## src/rtl/mem_access_ctrl.sv

```systemverilog
// Multi-cycle memory port sequencer: turns level read/write requests into one-cycle strobes, waits for ack.
// Optional WAIT-state timeout with a sticky error flag is enabled by `define MEM_TIMEOUT_EN.
module mem_access_ctrl #(
    parameter int WORD_SIZE      = 16,
    parameter int TIMEOUT_CYCLES = 16
) (
    input  logic                 clk,
    input  logic                 reset,
    input  logic                 mem_read,
    input  logic                 mem_write,
    input  logic                 i_or_d,
    input  logic [WORD_SIZE-1:0] pc,
    input  logic [WORD_SIZE-1:0] alu_out,
    input  logic [WORD_SIZE-1:0] write_data,
    input  logic                 mem_ack,
    input  logic [WORD_SIZE-1:0] mem_rdata,
    output logic [WORD_SIZE-1:0] mem_addr,
    output logic [WORD_SIZE-1:0] mem_wdata,
    output logic                 mem_rd_en,
    output logic                 mem_wr_en,
    output logic [WORD_SIZE-1:0] inst_data,
    output logic [WORD_SIZE-1:0] load_data,
    output logic                 busy,
    output logic                 done,
    output logic                 mem_err,
    output logic [2:0]           o_dbg_state
);

    typedef enum logic [2:0] {
        S_IDLE  = 3'd0,
        S_ISSUE = 3'd1,
        S_WAIT  = 3'd2,
        S_DONE  = 3'd3,
        S_HOLD  = 3'd4
    } state_t;

    state_t                r_state;
    state_t                w_next;
    logic [WORD_SIZE-1:0]  r_mem_addr;
    logic [WORD_SIZE-1:0]  r_mem_wdata;
    logic [WORD_SIZE-1:0]  r_inst_data;
    logic [WORD_SIZE-1:0]  r_load_data;
    logic                  r_is_write;
    logic                  r_is_data;
    logic                  w_req;
    logic                  w_in_access;
    logic                  w_ack_rd;
    logic                  w_timeout;

    assign w_req       = mem_read | mem_write;
    assign w_in_access = (r_state == S_ISSUE) || (r_state == S_WAIT);
    assign w_ack_rd    = w_in_access && mem_ack && !r_is_write;

`ifdef MEM_TIMEOUT_EN
    localparam int CNT_W = $clog2(TIMEOUT_CYCLES + 1);
    logic [CNT_W-1:0] r_wait_cnt;
    logic             r_mem_err;

    // The last allowed WAIT cycle is the TIMEOUT_CYCLES-th; an ack there still wins.
    assign w_timeout = (r_state == S_WAIT) && !mem_ack &&
                       (r_wait_cnt == CNT_W'(TIMEOUT_CYCLES - 1));

    always_ff @(posedge clk) begin
        if (reset) begin
            r_wait_cnt <= '0;
            r_mem_err  <= 1'b0;
        end else begin
            if (r_state == S_ISSUE)
                r_wait_cnt <= '0;
            else if (r_state == S_WAIT && !mem_ack)
                r_wait_cnt <= r_wait_cnt + 1'b1;
            if (w_timeout)
                r_mem_err <= 1'b1;
        end
    end

    assign mem_err = r_mem_err;
`else
    assign w_timeout = 1'b0;
    assign mem_err   = 1'b0;
`endif

    always_comb begin
        w_next    = r_state;
        mem_rd_en = 1'b0;
        mem_wr_en = 1'b0;
        busy      = 1'b0;
        done      = 1'b0;
        case (r_state)
            S_IDLE: begin
                if (w_req)
                    w_next = S_ISSUE;
            end
            S_ISSUE: begin
                busy      = 1'b1;
                mem_rd_en = !r_is_write;
                mem_wr_en = r_is_write;
                w_next    = mem_ack ? S_DONE : S_WAIT;
            end
            S_WAIT: begin
                busy = 1'b1;
                if (mem_ack || w_timeout)
                    w_next = S_DONE;
            end
            S_DONE: begin
                done   = 1'b1;
                w_next = w_req ? S_HOLD : S_IDLE;
            end
            S_HOLD: begin
                // A request level still held from the finished access must not start another one.
                if (!w_req)
                    w_next = S_IDLE;
            end
            default: w_next = S_IDLE;
        endcase
    end

    always_ff @(posedge clk) begin
        if (reset) begin
            r_state     <= S_IDLE;
            r_mem_addr  <= '0;
            r_mem_wdata <= '0;
            r_inst_data <= '0;
            r_load_data <= '0;
            r_is_write  <= 1'b0;
            r_is_data   <= 1'b0;
        end else begin
            r_state <= w_next;
            if (r_state == S_IDLE && w_req) begin
                r_mem_addr  <= i_or_d ? alu_out : pc;
                r_mem_wdata <= write_data;
                r_is_write  <= !mem_read;
                r_is_data   <= i_or_d;
            end
            if (w_ack_rd) begin
                if (r_is_data)
                    r_load_data <= mem_rdata;
                else
                    r_inst_data <= mem_rdata;
            end
        end
    end

    assign mem_addr    = r_mem_addr;
    assign mem_wdata   = r_mem_wdata;
    assign inst_data   = r_inst_data;
    assign load_data   = r_load_data;
    assign o_dbg_state = r_state;

endmodule

```

## config.mk

```make
export PLATFORM = sky130hd
export DESIGN_NAME = mem_access_ctrl
export DESIGN_NICKNAME = d
export VERILOG_FILES = /design/src/rtl/mem_access_ctrl.sv
export SDC_FILE = /design/constraint.sdc
export NUM_CORES = 1
export LEC_CHECK = 0
export CORE_ASPECT_RATIO = 1.25
export CORE_MARGIN = 3
export CORE_UTILIZATION = 35
export CTS_BUF_LIST = sky130_fd_sc_hd__clkbuf_4 sky130_fd_sc_hd__clkbuf_8
export DETAILED_ROUTE_END_ITERATION = 12
export PLACE_DENSITY = 0.73
export SLEW_MARGIN = 15
export SYNTH_ARGS = -nofsm -noshare
export SYNTH_HDL_FRONTEND = slang
export SYNTH_SLANG_ARGS = --single-unit
```

## constraint.sdc

```tcl
create_clock -name clk -period 1.6 [get_ports clk]
set_input_delay 0.24 -clock clk [delete_from_list [all_inputs] [get_ports clk]]
set_output_delay 0.24 -clock clk [all_outputs]
set_load 0.05 [all_outputs]
```

# After elaboration in Yosys (flattened, before gate mapping)
# Index checks and enable logic that the tools add are counted.
# word_totals
elab_cells	38
reg_bits	69
input_bits	70
output_inout_bits	72
# op_classes
n_reduce_logical	11
n_eq_ne	7
muxes	11
n_bitwise	2
# op_table
operator	n
2-to-1 mux 16 bit	1
one-hot mux 3 bit (5 select lines)	1
2-to-1 mux 3 bit	4
== test 3 x 2 -> 1 bit, second input constant	2
!= test 2 bit, second input constant	3
2-to-1 mux 1 bit	5
AND reduction 2 bit	2
== test 3 x 1 -> 1 bit, second input constant	1
== test 3 bit, second input constant	1
logical AND 1 bit	3
logical NOT 3 bit	1
AND reduction 3 bit	1
logical NOT 1 bit	2
OR reduction 2 bit	1
logical OR 1 bit	1
inverter 1 bit	1
OR 1 bit	1

# Longest topological paths before layout
# Gate-level depths: netlist (run 1).
# depth
ltp_word	5
ltp_mapped	6
depth_no_buf	3

# Least setup slack after synthesis (run 1)
# No wires, ideal clock.
# synth_timing
kind	register to output
from	register r_state[0], in the netlist o_dbg_state[0]
to	output port mem_rd_en
required_ns	1.360
arrival_time_ns	2.809
path_stages_with_launch	4
setup_slack_ns	-1.449
path_buffers	2
path_cell_list	dfxtp_1 > buf_4 > clkbuf_1 > nor4b_1
# synth_between
elab_chain_cells	2
# synth_rtl
element	line_no	rtl
start: declaration	37	state_t r_state;
start signal: assignment	128	r_state <= w_next;
== test 3 x 1 -> 1 bit	89	case (r_state)
2-to-1 mux 1 bit	89	
end: declaration	19	output logic mem_rd_en,
# No other way between the ends.

# Worst setup path after layout (run 1)
# layout_timing
from	register r_state[1], in the netlist o_dbg_state[1]
to	output port mem_wr_en
# layout_between
elab_chain_cells	2
# layout_rtl
element	line_no	rtl
== test 3 x 1 -> 1 bit	89	
2-to-1 mux 1 bit	89	
end: declaration	20	output logic mem_wr_en,
# No other way between the ends.

==> results of run 1 <==
[layer usage]
layer	wire length, um	vias to the layer above	track usage	part of all wire
met5	0	-	0	0
met4	162	0	0.0680	0.021
met3	647	17	0.0427	0.084
met2	3710	121	0.262	0.48
met1	3230	1211	0.198	0.42
li1	-	1376	-	-
[stage by stage]
step / power, uW / instances / setup WS [ns] / hold WS, ns
2_1_floorplan: 4020 / 305 / -0.123 / 0.337
3_3_place_gp: 5030 / 529 / -0.174 / 0.445
3_5_place_dp: 5070 / 529 / -0.192 / 0.449
4_1_cts: 6750 / 547 / -0.00255 / 0.456
5_1_grt: 7010 / 550 / -0.0312 / 0.467
6_report: 6710 / 550 / 0.0420 / 0.457
[cells by family (layout without fill, tap and decap cells)]
logic type      after synthesis  after routing
flops                        69             69
other cells                   1              1
xor+xnor                      1              1
mux                          48             48
simple gates                 83             83
compound gates               70             70
buf+inv                      33            183
[flip-flops by register name, indices dropped and copies added, names as in the netlist]
signal,count
inst_data,16
load_data,16
r_is_write,1
mem_addr,16
o_dbg_state,3
r_is_data,1
mem_wdata,16
[worst max-delay path, cell delays in order, from the launching register on]
cell and delay [ns]:
dfxtp_4 0.37, buf_12 0.14, nor4bb_4 0.31, buf_12 0.18
[worst paths after layout]
| path | start | endpoint |
|---|---|---|
| hold / removal | inst_data[2]$_SDFFE_PP0P_ | inst_data[2]$_SDFFE_PP0P_ |
| hold reg to reg | inst_data[2]$_SDFFE_PP0P_ | inst_data[2]$_SDFFE_PP0P_ |
| setup reg to reg | o_dbg_state[1]$_SDFFE_PP0P_ | load_data[5]$_SDFFE_PP0P_ |
| setup / recovery | o_dbg_state[1]$_SDFFE_PP0P_ | mem_wr_en |
[area by class of cell]
class | instances | area share
clock buffers | 11 | 0.0318
clock inverters | 5 | 0.0171
inverters | 1 | 0.000787
multi-input cells | 203 | 0.299
flip-flops and latches | 69 | 0.292
well taps | 95 | 0.0249
repair buffers | 166 | 0.334
[power groups by stage]
stage / combinational, uW / sequential (uW) / clock, uW
CTS: 2940 / 2160 / 1660
global placement: 2840 / 2190 / 0
global route: 3100 / 2190 / 1710
finish: 2940 / 2160 / 1620
floorplan: 1010 / 3010 / 0
detailed placement: 2880 / 2190 / 0
[cells in the final DEF, fill, tap and decap left out, types with 2 or more instances in the layout]
cell type and n:
nand2_1 49, buf_4 83, clkdlybuf4s50_1 69, mux2i_1 48, nand2b_1 9, clkbuf_8 11
nor3_1 3, nor2_1 2, nand3_1 9, buf_12 14, o41ai_1 9, dfxtp_1 66
dfxtp_4 3, a211oi_1 17, bufinv_16 2, a31o_2 8, a21oi_1 34
[timing repair]
item	4_1_cts	5_1_grt
pin swaps	1	2
buffers inserted	3	3
hold endpoints to repair	0	0
setup endpoints to repair	3	23
gates resized for setup	6	0
hold buffers	0	0
==> flow_summary.json, run 1 <==
{
  "clkPwrFrac": 0.241,
  "place_area_mm2": 0.00447,
  "ys.flop_type": "dfxtp_1",
  "synth-xor-area-share": 0.00938,
  "clk_pin_slew_ns": 0.08,
  "clockBufferDepth": 2,
  "vias": 2725,
  "synth_area_leaders": "dfxtp_1 (47%), mux2i_1 (16%), nand2_1 (6.3%), a21oi_1 (5.8%), a211oi_1 (4.3%)",
  "synth_compound_area_frac": 0.159,
  "clk_latency_ns": 0.33,
  "grt_start_max_net_pins": 50,
  "regArea_mm2": 0.00139,
  "worst_pin_slew_ns": 0.616,
  "ios": 142,
  "setup_viol": 0,
  "cp-end-kind": "primary output",
  "wl_per_cell_um": 14.1,
  "synth_area_per_cell_um2": 9.62,
  "drv_slew": 0,
  "synth-async-reset-ratio": 0,
  "yosys_warnings": 0,
  "power.share.switching": 0.380,
  "startpoint_type": "flip-flop",
  "synth_fp_nets": 375,
  "io_buffers": 140,
  "worstSetupPathType": "flip-flop to primary output",
  "dieHeight_um": 108,
  "mappedNetlistArea_mm2": 0.00293,
  "drive_above_1_share": 0.290,
  "synth_top_area_frac": 0.471,
  "detail_route.vias_per_cell": 4.95,
  "synth_fa_ha_area_frac": 0,
  "synth-edff-count": 0,
  "reg2reg_slack_ns": 0.07,
  "synth_top_cell_by_area": "dfxtp_1",
  "diodes": 0,
  "outcome": "complete, no violations",
  "cts-root-buf": "clkbuf_8",
  "area_growth_pct": 62.5,
  "wirelength_mm": 7.75,
  "htreeDepth": 3,
  "worstPathArrival_ns": 1.32,
  "timing.final.crit_share": 0.974,
  "synth.distinct_cells": 32,
  "rsz0062_at_grt": "true",
  "slew_headroom": 0.588,
  "clock_sinks": 69,
  "synth-seq-cells": 69,
  "fp-row-count": 36,
  "gp_congestion": 0.777,
  "grt_pass1_vias": 2656,
  "max_freq_mhz": 642,
  "antenna_found_initial": 0,
  "rr_worst_depth": 3,
  "synth_top_cells_by_count": "dfxtp_1 (69), nand2_1 (49), mux2i_1 (48)",
  "hold_path_depth": 2,
  "leakagePower_uw": 0.00207,
  "cts_buffers": 9,
  "synth-seq-area-share": 0.471,
  "core_mm2": 0.00797,
  "p_comb_frac": 0.437,
  "grt_overflow": 0,
  "nets": 520,
  "worst_hold_path_type": "flip-flop to flip-flop",
  "post-route-cell-area_mm2": 0.00477,
  "p_seq_frac": 0.322,
  "timing.setup.tns_ns": 0,
  "grt_usage": 0.161,
  "grt_pass1_wl_mm": 12.3,
  "initial_core_util": 0.368,
  "drt-initial-drc-count": 70,
  "synth_top_family_by_area": "multiplexers",
  "yosys-mux-area-fraction": 0.164,
  "fillers": 693,
  "ir_drop_mv": 0.563,
  "dr.pass1.iters": 4,
  "p_switching_uw": 2550,
  "dieArea_mm2": 0.00952,
  "p_per_area_mw_per_mm2": 1410,
  "intPower_uw": 4160,
  "fin_skew_ns": 0.00670,
  "drc": 0,
  "ant_nets": 0,
  "fp.dieW_um": 87.9,
  "post-route-util": 0.598,
  "timing_hold_violations_final": 0,
  "worst_ep_required_time_ns": 1.36,
  "dpl.hpwl_mm": 5.72,
  "cts_tree": "built",
  "synth_simple_gate_area_frac": 0.139,
  "drv_cap": 0,
  "yosysMostFrequentCell": "dfxtp_1",
  "syn_inst": 305,
  "multi_input_area_mm2": 0.00143,
  "period_minus_slack_ns": 1.56,
  "path_max_fanout": 5
}
Power figures use the tool's default switching activity.
==> inputs of run 2 (changes only) <==
--- a/config.mk
+++ b/config.mk
@@ -10,7 +10,7 @@
 export CORE_UTILIZATION = 35
 export CTS_BUF_LIST = sky130_fd_sc_hd__clkbuf_4 sky130_fd_sc_hd__clkbuf_8
 export DETAILED_ROUTE_END_ITERATION = 12
-export PLACE_DENSITY = 0.73
+export PLACE_DENSITY = 0.74
 export SLEW_MARGIN = 15
 export SYNTH_ARGS = -nofsm -noshare
 export SYNTH_HDL_FRONTEND = slang
==> run 2 against run 1 <==
- via count up 0.55%
- total power grew 6.3%
- non-clock buffer count rose by 1
- register-to-register slack about the same
- core utilization up 0.86 points
- combinational power about the same
- first-iteration DRC count rose by 17%
- worst hold slack lost 0.0013 ns
- sequential cell count did not move
- routed wire length rose by 2.1%
- critical path type unchanged
==> flow_summary.json, run 2 (synthesized netlist as in run 1, its figures left out) <==
{
  "leakagePower_uw": 0.00211,
  "core_mm2": 0.00797,
  "worstPathArrival_ns": 1.33,
  "dp_cells": 530,
  "power.share.switching": 0.359,
  "dieArea_mm2": 0.00952,
  "ir_drop_mv": 0.650,
  "worst_hold_path_type": "input port to flip-flop",
  "htreeDepth": 3,
  "drv_slew": 0,
  "detail_route.vias_per_cell": 4.97,
  "worstSetupPathType": "flip-flop to primary output",
  "worst_pin_slew_ns": 0.568,
  "worst_ep_required_time_ns": 1.36,
  "rr_worst_depth": 3,
  "dpl.hpwl_mm": 5.90,
  "drc": 0,
  "startpoint_type": "flip-flop",
  "ios": 142,
  "wirelength_mm": 7.91,
  "layout_commonest_cell": "buf_4",
  "cp-end-kind": "primary output",
  "vias": 2740,
  "drv_cap": 0,
  "p_seq_frac": 0.303,
  "fp-row-count": 36,
  "fillers": 699,
  "cts_buffers": 9,
  "p_per_area_mw_per_mm2": 1470,
  "post-route-util": 0.607,
  "setup_ws_ns": 0.0255,
  "layout_common_cells": "buf_4 (83), clkdlybuf4s50_1 (69), dfxtp_1 (65), nand2_1 (49), mux2i_1 (48)",
  "path_max_fanout": 6,
  "outcome": "complete, no violations",
  "setup_viol": 0,
  "grt_overflow": 0,
  "clockBufferDepth": 2,
  "initial_core_util": 0.368,
  "grt_pass1_wl_mm": 12.4,
  "hold_path_depth": 3,
  "max_freq_mhz": 635,
  "ant_nets": 0,
  "clock_sinks": 69,
  "drive_above_1_share": 0.298,
  "timing_hold_violations_final": 0,
  "timing.setup.tns_ns": 0,
  "timing.final.crit_share": 0.984,
  "fp.dieW_um": 87.9,
  "regArea_mm2": 0.00139,
  "area_growth_pct": 64.8,
  "nets": 521,
  "clkPwrFrac": 0.284,
  "dp_slack_ns": -0.168,
  "diodes": 0,
  "dieHeight_um": 108,
  "clk_latency_ns": 0.34,
  "finalNonFillerCells": 551,
  "drt-initial-drc-count": 82,
  "fin_skew_ns": 0.00789,
  "grt_start_max_net_pins": 52,
  "cts-root-buf": "clkbuf_8",
  "io_buffers": 140,
  "cts_tree": "built",
  "post-route-cell-area_mm2": 0.00484,
  "clk_pin_slew_ns": 0.07,
  "grt_usage": 0.163,
  "rsz0062_at_grt": "true",
  "grt_pass1_vias": 2728,
  "multi_input_area_mm2": 0.00143,
  "antenna_found_initial": 0,
  "intPower_uw": 4570,
  "gp_congestion": 0.743,
  "wl_per_cell_um": 14.4,
  "p_comb_frac": 0.412,
  "slew_headroom": 0.620,
  "place_area_mm2": 0.00447,
  "period_minus_slack_ns": 1.57,
  "p_switching_uw": 2560,
  "dr.pass1.iters": 4
}
## run 2: cell type report
| cell class | instances | area share |
|---|---|---|
| clock buffer | 10 | 0.0272 |
| clock inverter | 6 | 0.0329 |
| inverter | 1 | 0.000776 |
| multi-input combinational | 203 | 0.296 |
| sequential | 69 | 0.288 |
| tap | 95 | 0.0246 |
| timing repair buffer | 167 | 0.330 |
## run 2: routing by layer
metal / up-vias / part of all wire / track usage
met1: 1251 / 0.40 / 0.181
met2: 108 / 0.51 / 0.294
met5: - / 0 / 0
li1: 1373 / - / -
met4: 0 / 0.010 / 0.0493
met3: 8 / 0.081 / 0.0495
## run 2: critical path, cell delays in order, from the launching register on
cell and delay [ns]:
dfxtp_4 0.37, buf_12 0.14, nor4bb_4 0.30, buf_12 0.18
## run 2: metrics by stage
| stage | hold slack, ns | power (uW) |
|---|---|---|
| CTS | 0.445 | 7160 |
| detailed placement | 0.452 | 5040 |
| global placement | 0.446 | 5010 |
| floorplan | 0.337 | 4020 |
| global route | 0.472 | 7470 |
| finish | 0.456 | 7130 |
## run 2: what timing repair did
| action | 4_1_cts | 5_1_grt |
|---|---|---|
| hold buffers | 0 | 0 |
| endpoints found under the setup margin | 3 | 19 |
| pin swaps | 1 | 2 |
| resized for setup | 6 | 5 |
| buffers inserted | 3 | 2 |
## run 2: path summary, 6_finish.rpt
check / start / slack [ns] / endpoint
worst min register to register: load_data[9]$_SDFFE_PP0P_ / 0.46 / load_data[9]$_SDFFE_PP0P_
worst min-delay path: write_data[12] / 0.46 / mem_wdata[12]$_SDFFE_PP0P_
worst max-delay path: o_dbg_state[1]$_SDFFE_PP0P_ / 0.03 / mem_wr_en
worst max register to register: o_dbg_state[1]$_SDFFE_PP0P_ / 0.06 / load_data[0]$_SDFFE_PP0P_
## run 2: power by group through the flow
stage,clock network [uW],registers [uW],logic [uW]
after floorplan,0,3010,1010
after global placement,0,2190,2820
after detailed placement,0,2190,2850
after CTS,2080,2160,2920
after global routing,2150,2200,3120
final,2030,2160,2940
==> inputs of run 3 (changes only) <==
--- a/config.mk
+++ b/config.mk
@@ -7,11 +7,11 @@
 export LEC_CHECK = 0
 export CORE_ASPECT_RATIO = 1.25
 export CORE_MARGIN = 3
-export CORE_UTILIZATION = 35
+export CORE_UTILIZATION = 38
 export CTS_BUF_LIST = sky130_fd_sc_hd__clkbuf_4 sky130_fd_sc_hd__clkbuf_8
 export DETAILED_ROUTE_END_ITERATION = 12
-export PLACE_DENSITY = 0.74
-export SLEW_MARGIN = 15
+export PLACE_DENSITY_LB_ADDON = 0.2
+export SLEW_MARGIN = 20
 export SYNTH_ARGS = -nofsm -noshare
 export SYNTH_HDL_FRONTEND = slang
 export SYNTH_SLANG_ARGS = --single-unit
==> run 3 against run 2 <==
- the flow now finishes with violations (setup timing)
- worst hold slack better by 0.0031 ns
- design area about the same
- final cell count up 1.1%
- register-to-register slack about the same
- sequential power about the same
- critical path depth unchanged
- core utilization up 4.3 points
- total power down 7.5%
- sequential cell count unchanged
- routed wire length down 2.4%
- non-clock buffer count up 10
- largest power group unchanged
==> flow_summary.json, run 3 (synthesized netlist as in run 1, its figures left out) <==
{
  "dieHeight_um": 104,
  "setup_viol": 1,
  "outcome": "finished, violations left",
  "setup_ws_ns": -0.0104,
  "grt_usage": 0.172,
  "place_area_mm2": 0.00447,
  "layout_commonest_cell": "buf_4",
  "worst_hold_path_type": "flip-flop to flip-flop",
  "dieArea_mm2": 0.00882,
  "ir_drop_mv": 0.741,
  "wl_per_cell_um": 13.9,
  "fin_skew_ns": 0.00673,
  "grt_start_max_net_pins": 50,
  "clock_sinks": 69,
  "slowest_stage": "dfxtp_4",
  "clockBufferDepth": 2,
  "fillers": 633,
  "timing.hold.worst.start": "inst_data[5]$_SDFFE_PP0P_",
  "cts-root-buf": "clkbuf_8",
  "worstSetupPathType": "flip-flop to primary output",
  "cp-end-kind": "primary output",
  "min_to": "inst_data[5]$_SDFFE_PP0P_",
  "rsz0062_at_grt": "true",
  "ant_nets": 0,
  "timing.setup.tns_ns": -0.0104,
  "path_max_fanout": 7,
  "p_per_area_mw_per_mm2": 1370,
  "core_mm2": 0.00744,
  "cts_buffers": 9,
  "dr.pass1.iters": 4,
  "leakagePower_uw": 0.00212,
  "cp-startpoint": "o_dbg_state[2]$_SDFFE_PP0P_",
  "r2r_end": "load_data[9]$_SDFFE_PP0P_",
  "drv_cap": 0,
  "regArea_mm2": 0.00139,
  "ios": 142,
  "nets": 531,
  "drive_above_1_share": 0.310,
  "r2r_start": "o_dbg_state[2]$_SDFFE_PP0P_",
  "failed_checks": "setup timing",
  "fp-row-count": 35,
  "rr_worst_depth": 3,
  "cpMostUsedCell": "buf_12",
  "period_minus_slack_ns": 1.61,
  "drc": 0,
  "fp.dieW_um": 84.6,
  "post-route-cell-area_mm2": 0.00483,
  "finalHoldWorstSlack_ns": 0.459,
  "dpl.hpwl_mm": 5.58,
  "multi_input_area_mm2": 0.00143,
  "clk_pin_slew_ns": 0.07,
  "worstPathArrival_ns": 1.37,
  "reg2reg_slack_ns": 0.06,
  "cts_tree": "built",
  "area_growth_pct": 64.7,
  "timing_hold_violations_final": 0,
  "grt_pass1_vias": 2658,
  "wirelength_mm": 7.72,
  "drt-initial-drc-count": 46,
  "antenna_found_initial": 0,
  "clk_latency_ns": 0.34,
  "worst_ep_required_time_ns": 1.36,
  "path_cells": "buf_12 -> nor4bb_4 -> buf_12",
  "post-route-util": 0.649,
  "layout_common_cells": "buf_4 (92), clkdlybuf4s50_1 (69), dfxtp_1 (66), nand2_1 (49), mux2i_1 (48)",
  "startpoint_type": "flip-flop",
  "cts_hold_buf": 0,
  "crit_family": "flip-flops",
  "grt_overflow": 0,
  "io_buffers": 140,
  "drv_slew": 0,
  "cpPeakStageDelay_ns": 0.36,
  "path_buf_inv": 2,
  "detail_route.vias_per_cell": 4.89,
  "htreeDepth": 3,
  "diodes": 0,
  "timing.final.crit_share": 1.01,
  "max_freq_mhz": 621,
  "gp_congestion": 0.726,
  "initial_core_util": 0.394,
  "grt_pass1_wl_mm": 12.4,
  "vias": 2724,
  "hold_path_depth": 2
}
-- run 3: layer usage --
layer / global-route usage / vias to the layer above / share of wire
met5: 0 / - / 0
met4: 0.0543 / 0 / 0.0097
met3: 0.0666 / 6 / 0.091
met2: 0.291 / 105 / 0.50
met1: 0.197 / 1221 / 0.40
li1: - / 1392 / -
-- run 3: tightest hold or removal path: stages (launching register included) --
cell,delay (ns)
dfxtp_1,0.31
nand2_1,0.05
mux2i_1,0.05
-- run 3: worst max path at each step --
stage	endpoint	slack, ns	cells after the start
floorplan	load_data[10]$_SDFFE_PP0P_	-0.12	6
global placement	load_data[3]$_SDFFE_PP0P_	-0.15	4
detailed placement	load_data[4]$_SDFFE_PP0P_	-0.16	4
CTS	mem_wr_en	-0.03	3
global route	mem_wr_en	-0.04	3
finish	mem_wr_en	-0.01	3
-- run 3: layout make-up --
cell class,count,area share
Tap cell,92,0.0238
Timing Repair Buffer,177,0.350
Clock buffer,11,0.0313
Inverter,1,0.000777
Sequential cell,69,0.288
Clock inverter,4,0.00958
Multi-Input combinational cell,203,0.296
-- run 3: through the flow --
step | setup WS (ns) | power, uW | instances
CTS | -0.0348 | 6570 | 549
global placement | -0.150 | 5000 | 528
global route | -0.0430 | 6920 | 557
floorplan | -0.123 | 4020 | 305
finish | -0.0104 | 6600 | 557
detailed placement | -0.164 | 5040 | 528
-- run 3: report_power, final --
group / internal [uW] / switching [uW]
clock: 792 / 627
combinational: 1270 / 1760
sequential: 1990 / 168
total: 4050 / 2550
-- run 3: what timing repair did --
| action | CTS | global route |
|---|---|---|
| buffers inserted | 6 | 8 |
| endpoints found under the setup margin | 3 | 19 |
| endpoints found under the hold margin | 0 | 0 |
| pin swaps | 1 | 1 |
| gates resized for setup | 7 | 8 |
